`src/rtl/song_sequencer.sv`:
```
// Song sequencer: records player notes in EDIT mode and plays them back in
// RUN mode on a difficulty-scaled beat, reporting progress to the mode FSM.
//
// Handshake: there is no valid/ready pair here. note_valid is a one-cycle
// strobe and note_lanes is only meaningful in that cycle; the consumer cannot
// stall the stream.
module song_sequencer #(
   parameter int NUM_NOTES  = 42,
   parameter int BEAT_TICKS = 1200000
) (
   input  logic       clk,
   input  logic       n_rst,
   input  logic [2:0] mode,
   input  logic [1:0] diff,
   input  logic       wr_en,
   input  logic [3:0] wr_lane,
   output logic [5:0] edit_count,
   output logic [3:0] note_lanes,
   output logic       note_valid,
   output logic [5:0] note_count,
   output logic       song_done
);

   typedef enum logic [2:0] {
      M_IDLE   = 3'd1,
      M_EDIT   = 3'd2,
      M_DIFF   = 3'd3,
      M_RUN    = 3'd4,
      M_PAUSE  = 3'd5,
      M_FINISH = 3'd6
   } mode_t;

   localparam logic [5:0]  FULL_LEN = 6'(NUM_NOTES);
   localparam logic [23:0] BEAT     = 24'(BEAT_TICKS);

   // Codes 0 and 7 are not real modes and behave exactly like IDLE.
   function automatic mode_t decode_mode(input logic [2:0] m);
      case (m)
         3'd2:    return M_EDIT;
         3'd3:    return M_DIFF;
         3'd4:    return M_RUN;
         3'd5:    return M_PAUSE;
         3'd6:    return M_FINISH;
         default: return M_IDLE;
      endcase
   endfunction

   logic [2:0]  mode_q;
   mode_t       cur_mode;
   mode_t       prev_mode;
   logic        edit_entry;
   logic        run_reload;
   logic [5:0]  wr_ptr;
   logic        do_write;
   logic [5:0]  song_len;
   logic [1:0]  diff_q;
   logic [23:0] presc;
   logic [23:0] reload_entry;
   logic [23:0] reload_beat;
   logic [3:0]  mem [NUM_NOTES];

   assign cur_mode  = decode_mode(mode);
   assign prev_mode = decode_mode(mode_q);

   // A RUN entry reloads the beat timer unless it is a resume from PAUSE.
   assign edit_entry = (cur_mode == M_EDIT) && (prev_mode != M_EDIT);
   assign run_reload = (cur_mode == M_RUN) && (prev_mode != M_RUN) &&
                       (prev_mode != M_PAUSE);

   // The entry cycle already writes slot 0, so the pointer is forced to 0 there.
   assign wr_ptr   = edit_entry ? 6'd0 : edit_count;
   assign do_write = (cur_mode == M_EDIT) && wr_en && (wr_ptr < FULL_LEN);

   // An empty recording plays the whole memory.
   assign song_len = (edit_count == 6'd0) ? FULL_LEN : edit_count;

   assign reload_entry = (BEAT >> diff) - 24'd1;
   assign reload_beat  = (BEAT >> diff_q) - 24'd1;

   // Previous mode, used to detect mode entry.
   always_ff @(posedge clk or negedge n_rst) begin
      if (!n_rst) mode_q <= 3'd0;
      else        mode_q <= mode;
   end

   // Note memory and edit pointer; the pointer saturates at a full memory.
   always_ff @(posedge clk or negedge n_rst) begin
      if (!n_rst) begin
         edit_count <= 6'd0;
         for (int i = 0; i < NUM_NOTES; i++) mem[i] <= 4'b0;
      end else if (do_write) begin
         mem[wr_ptr] <= wr_lane;
         edit_count  <= wr_ptr + 6'd1;
      end else if (edit_entry) begin
         edit_count <= 6'd0;
      end
   end

   // Playback: beat prescaler, note stream and song completion per mode.
   always_ff @(posedge clk or negedge n_rst) begin
      if (!n_rst) begin
         presc      <= 24'd0;
         diff_q     <= 2'd0;
         note_count <= 6'd0;
         note_lanes <= 4'b0;
         note_valid <= 1'b0;
         song_done  <= 1'b0;
      end else begin
         note_valid <= 1'b0;
         case (cur_mode)
            M_RUN: begin
               if (run_reload) begin
                  diff_q     <= diff;
                  presc      <= reload_entry;
                  note_count <= 6'd0;
                  note_lanes <= 4'b0;
                  song_done  <= 1'b0;
               end else if (presc != 24'd0) begin
                  presc <= presc - 24'd1;
               end else if (note_count < song_len) begin
                  presc      <= reload_beat;
                  note_lanes <= mem[note_count];
                  note_valid <= 1'b1;
                  note_count <= note_count + 6'd1;
                  song_done  <= (note_count + 6'd1) == song_len;
               end else begin
                  // Song over: the last note is dropped one beat after it
                  // played, then the timer parks at zero.
                  note_lanes <= 4'b0;
               end
            end
            M_PAUSE: begin
               // Everything holds so playback resumes mid-beat.
            end
            M_FINISH: begin
               note_lanes <= 4'b0;
            end
            default: begin
               presc      <= 24'd0;
               note_count <= 6'd0;
               note_lanes <= 4'b0;
               song_done  <= 1'b0;
            end
         endcase
      end
   end

endmodule

```
`config.mk`:
```
export PLATFORM = sky130hd
export DESIGN_NAME = song_sequencer
export DESIGN_NICKNAME = d
export VERILOG_FILES = /design/src/rtl/song_sequencer.sv
export SDC_FILE = /design/constraint.sdc
export NUM_CORES = 1
export LEC_CHECK = 0
export ABC_AREA = 1
export BUFFER_PORTS_ARGS = -buffer_cell sky130_fd_sc_hd__buf_2
export CORE_MARGIN = 2
export CORE_UTILIZATION = 63
export CTS_CLUSTER_SIZE = 28
export DETAILED_ROUTE_END_ITERATION = 6
export GPL_ROUTABILITY_DRIVEN = 0
export GPL_TIMING_DRIVEN = 0
export HOLD_SLACK_MARGIN = 0.1
export PLACE_DENSITY = 0.8
export SYNTH_ARGS = -nofsm -noshare
export SYNTH_HDL_FRONTEND = slang
export SYNTH_SLANG_ARGS = --single-unit
```
`constraint.sdc`:
```
create_clock -name clk -period 3.9 [get_ports clk]
set_input_delay 1.17 -clock clk [delete_from_list [all_inputs] [get_ports clk]]
set_output_delay 1.17 -clock clk [all_outputs]
set_load 0.01 [all_outputs]
```
; Word-level counts from Yosys, hierarchy flattened
; Cells that the tools add are included.
; W data, S select, Z words.
[word_totals]
regBits = 215
inputBits = 12
out_inout_bits = 18
word_cells = 131
[op_classes]
addsub = 5
n_lt_le_gt_ge = 5
n_eq_ne = 21
shifts = 2
n_mux = 31
n_bitwise = 4
reduce_logical = 13
[ops]
columns = cell, n
row1 = $bwmux W168, 1
row2 = $mux W24, 3
row3 = $sub A24 B1 Y24 const B, 3
row4 = $pmux W24 S2, 1
row5 = $shr A21 B2 Y24 const A, 2
row6 = $mux W6, 6
row7 = $pmux W3 S5, 2
row8 = $eq A3 B3 Y1 const B, 9
row9 = $bmux W4 S6, 1
row10 = $demux W4 S6, 1
row11 = $mux W4, 6
row12 = $reduce_bool A24 Y1, 1
row13 = $eq A3 B2 Y1 const B, 5
row14 = $ge A7 B7 Y1 const B, 2
row15 = $not A6 Y7, 2
row16 = $add A6 B1 Y6 const B, 2
row17 = $pmux W6 S2, 1
row18 = $ne A3 B3 Y1 const B, 3
row19 = $pmux W4 S2, 1
row20 = $lt A7 B1 Y1 const B, 1
row21 = $mux W1, 7
row22 = $eq A6 B6 Y1, 1
row23 = $logic_and A1 B1 Y1, 6
row24 = $logic_not A6 Y1, 1
row25 = other kinds (9), 13

; Longest topological paths before layout
[depth]
ltp_word = 11
depth_mapped = 19
mapped_depth_nobuf = 19

; Least setup slack after synthesis
; No wires, ideal clock.
[synth_timing]
path_type = in2reg
from = input port mode[0]
to = register presc[18]
t_arrival_ns = 2.809
required_ns = 3.783
slack_ns = 0.974
path_stages = 14
cell_sequence = inv_1 > nand3_2 > inv_2 > nand2_4 > buf_2 > nand2_1 > ha_1 > nand3_1 > nor2_2 > nand3_1 > nor2_2 > nand3_1 > nand3_1 > nand2_1
[synth_between]
elab_chain_cells = 7
[synth_rtl]
columns = element, line_no
row1 = start: declaration, 13  ; input logic [2:0] mode,
row2 = $eq A3 B3 Y1 or $eq A3 B2 Y1 (tied branches), 38  ; case (m)
row3 = $pmux W3 S5 (*), 38
row4 = $eq A3 B3 Y1, "67, 110"
row5 = $logic_and A1 B1 Y1 (2 in series), 67  ; assign run_reload = (cur_mode == M_RUN) && (prev_mode != M_RUN) &&
row6 = $ne A4 B2 Y1 (no line) or $mux W24 (tied branches), --
row7 = $reduce_and A2 Y1 (no line) or $pmux W24 S2 (tied branches), --
row8 = end signal: assignment, 114  ; presc <= reload_entry;
row9 = end signal: assignment, 119  ; presc <= presc - 24'd1;
row10 = end signal: assignment, 121  ; presc <= reload_beat;
row11 = end: declaration, 57  ; logic [23:0] presc;
; Mark *: on every way between the ends. The rest lies on a longest branch, timed or not.
; A chain may end at the register's enable or synchronous reset.

; Worst setup path after layout
[layout_timing]
from = register note_count[0]
to = register presc[10]
[layout_between]
elab_chain_cells = 3
[layout_rtl]
columns = element, line_no
row1 = start: declaration, 20  ; output logic [5:0] note_count,
row2 = start signal: assignment, 124  ; note_count <= note_count + 6'd1;
row3 = $lt A6 B6 Y1, 120  ; end else if (note_count < song_len) begin
row4 = $ne A4 B2 Y1 (no line), --
row5 = $reduce_and A2 Y1 (no line), --
; Every way passes these cells.

==> qor.tcl <==
set qor(drt.antenna.violating_nets) 0
set qor(final_period_minus_worst_setup_slack_ns) 3.57
set qor(reg_to_reg_slack_setup_ns) 0.33
set qor(drt_iter0_markers) 1426
set qor(numnets_final) 1452
set qor(coreArea_sq_um) 17300
set qor(die_span_in_y_um) 137
set qor(clock_latency_ns) 0.53
set qor(timing.slew.headroom) 0.387
set qor(placed_area_sq_um) 11600
set qor(placementRows) 48
set qor(setup_total_negative_slack_ns) 0
set qor(cts.htree.levels) 1
set qor(report.final.hold_viol_count) 0
set qor(syn-instance-count) 1368
set qor(grt_setup_unrepaired) {no}
set qor(routed_wl_um) 33100
set qor(synth.top_cells.by_area) {dfrtp_1 48%, nand2_1 14%, o21ai_0 9.6%}
set qor(grt_start_max_net_pins) 118
set qor(grt_most_used_layer) {met2}
set qor(clock_power_share) 0.373
set qor(finalCritPeriodShare) 0.915
set qor(worst-path-max-fanout) 10
set qor(post_layout_util) 0.720
set qor(ir_worst_vdd_mv) 0.433
set qor(violated_checks) {design-rule violations}
set qor(start_util) 0.645
set qor(static-leakage-power_nw) 5.97
set qor(cts_buffers) 24
set qor(yosysMostFrequentCell) {nand2_1}
set qor(met2_usage) 0.557
set qor(timing_worst_slew_pin_value_ns) 0.919
set qor(critical_path_class) {reg -> reg}
set qor(power.share.sequential) 0.387
set qor(netlist.top_cell.by_area) {dfrtp_1}
set qor(cts.sink_count) 215
set qor(synth_commonest_cells) {410 x nand2_1, 215 x dfrtp_1, 215 x o21ai_0}
set qor(die-width_um) 137
set qor(design.portCount) 30
set qor(drtPass1Iterations) 7
set qor(antenna_found_initial) 0
set qor(insertedDiodeCount) 0
set qor(timing.fmax_mhz) 280
set qor(start_kind) {flop}
set qor(fraction_of_power_spent_switching_nets) 0.333
set qor(globalRouteTotalUtil) 0.366
set qor(power_switching_w) 0.00216
set qor(postSynthRegisterBits) 215
set qor(power.combinational.fraction) 0.240
set qor(synthDistinctLibCells) 49
set qor(clk_pin_slew_worst_paths_ns) 0.06
set qor(dominantRegCellSynth) {dfrtp_1}
set qor(syn_to_final_growth_pct) 11.7
set qor(rr_startpoint) {note_count[0]}
set qor(postSynthAreaPerCell_sq_um) 8.15
set qor(portBuffers) 29
set qor(layout-drive-gt1-share) 0.0931
set qor(syn_nets) 1397
set qor(grt_overflow_total) 0
set qor(synth_top_area_share) 0.482
set qor(internal_power_w) 0.00432
set qor(first_global_vias) 9789
set qor(synth_sequential_area_ratio) 0.482
set qor(drc_errors) 1
set qor(hp-class) {reg -> reg}
set qor(async_set_or_reset_flop_fraction_in_the_synthesized_netlist) 1.00
set qor(groute.layer.met1.usage) 0.515
set qor(finalSetupViolCount) 0
set qor(cts.path.max_buffers) 3
set qor(worst-endpoint-required_ns) 4.33
set qor(finClkSkew_ns) 0.0176
set qor(number_of_enable_flip_flop_cells_after_synthesis) 0
set qor(ff2ff_path_depth) 16
set qor(cp-end-kind) {flop}
set qor(result_of_the_run) {finished, violations left}
set qor(worstReg2RegEnd) {presc[10]}
set qor(avgViaCountPerCell) 6.26
set qor(hold_path.startpoint) {note_lanes[1]}
set qor(maxCapViolCount) 0
set qor(grt_pass1_wl_um) 52700
set qor(worst_ep_arrival_time_ns) 4.00
set qor(tritoncts) {yes}
set qor(post-layout-total-power_w) 0.00648
set qor(worstHoldPathCells) 2
set qor(hold-path-endpoint) {note_lanes[1]}
set qor(dr_total_vias) 10400
set qor(finish.instance_area_sq_um) 12500
set qor(synth.cell_area_sq_um) 11200
set qor(cellPowerDensity_nw_per_um2) 520
set qor(slew_violations) 0
set qor(synth-warning-count) 0
set qor(route.detailed.wl_per_inst_um) 19.9
set qor(grt.met3_usage) 0.0726
set qor(place.detailed.hpwl_um) 22600
set qor(die_area_sq_um) 18800
set qor(clk_root_buffer_cell) {clkbuf_16}
-- per-layer routing --
| metal | up-vias | share of wire |
|---|---|---|
| met2 | 627 | 0.45 |
| li1 | 4732 | - |
| met5 | - | 0 |
| met1 | 4934 | 0.40 |
| met3 | 120 | 0.11 |
| met4 | 0 | 0.044 |
-- registers in the layout, indices dropped and copies added, names as in the netlist --
name / cells
presc: 24
song_done: 1
mode_q: 3
mem: 168
note_lanes: 4
edit_count: 6
diff_q: 2
note_count: 6
note_valid: 1
-- per-stage QoR --
stage | hold WS, ns | cells | setup WS (ns)
2_1_floorplan | 0.445 | 1368 | 0.974
3_3_place_gp | 0.460 | 1622 | -1.96
3_5_place_dp | 0.461 | 1623 | 0.220
4_1_cts | 0.484 | 1665 | 0.200
5_1_grt | 0.500 | 1664 | 0.136
6_report | 0.480 | 1664 | 0.332
-- logic make-up (layout without fill, tap and decap cells) --
| logic type | after synthesis | in the layout | share of synthesized area |
|---|---|---|---|
| simple gates | 652 | 652 | 0.269 |
| compound gates | 325 | 325 | 0.163 |
| flops | 215 | 215 | 0.482 |
| buf+inv | 136 | 207 | 0.0485 |
| fa+ha+maj | 17 | 17 | 0.0191 |
| xor+xnor | 14 | 14 | 0.0110 |
| mux | 9 | 9 | 0.00808 |
-- worst max-delay path, stage by stage (launching register included) --
cell and delay [ns]:
dfrtp_1 0.46, clkbuf_1 0.19, clkinv_1 0.15, clkbuf_1 0.45, clkbuf_2 0.40, ha_1 0.21, o21bai_1 0.10, nand4_1 0.08
and2_1 0.17, nor2_1 0.07, nand2_1 0.06, inv_1 0.04, nor2_1 0.43, inv_1 0.30, a21oi_1 0.17, o21ai_0 0.09
o21ai_0 0.09
-- power groups by stage --
stage | sequential (W) | combinational (W) | clock (W)
after global placement | 0.00253 | 0.00147 | 0
after global routing | 0.00252 | 0.00175 | 0.00252
after detailed placement | 0.00253 | 0.00151 | 0
after floorplan | 0.00251 | 0.00110 | 0
final | 0.00250 | 0.00156 | 0.00241
after CTS | 0.00250 | 0.00153 | 0.00242
-- layout by cell type (no fill, tap or decap), types with 9 or more instances in the layout --
cell type	count
inv_1	68
nor2_1	84
nand4_2	10
xor2_1	12
buf_2	31
ha_1	17
or2_2	9
clkbuf_16	25
nor2_2	9
a21oi_1	47
clkbuf_1	46
nand3_1	80
dfrtp_1	215
nand4_1	18
a22oi_1	12
mux2i_1	9
nand2_1	410
o21ai_0	215
o211ai_1	11
-- how the worst max path moves through the flow --
stage,depth (start not counted),endpoint,slack (ns),startpoint
2_1_floorplan,14,presc[18],0.97,mode[0]
3_3_place_gp,1,presc[21],-1.96,n_rst
3_5_place_dp,16,presc[16],0.22,note_count[0]
4_1_cts,16,presc[12],0.20,note_count[0]
5_1_grt,16,presc[10],0.14,note_count[0]
6_report,16,presc[10],0.33,note_count[0]
-- cell type report --
cell class | instances | area [sq um]
Buffer | 57 | 241
Multi-Input combinational cell | 1017 | 5240
Clock inverter | 11 | 158
Timing Repair Buffer | 30 | 183
Sequential cell | 215 | 5380
Clock buffer | 31 | 678
Tap cell | 225 | 282
Fill cell | 1321 | 4840
Inverter | 78 | 297
-- timing repair --
item	CTS	global route
endpoints found under the setup margin	0	10
resized for setup	0	3
buffers inserted	0	0
endpoints found under the hold margin	0	0
hold buffers	0	0
Power figures use the tool's default switching activity.
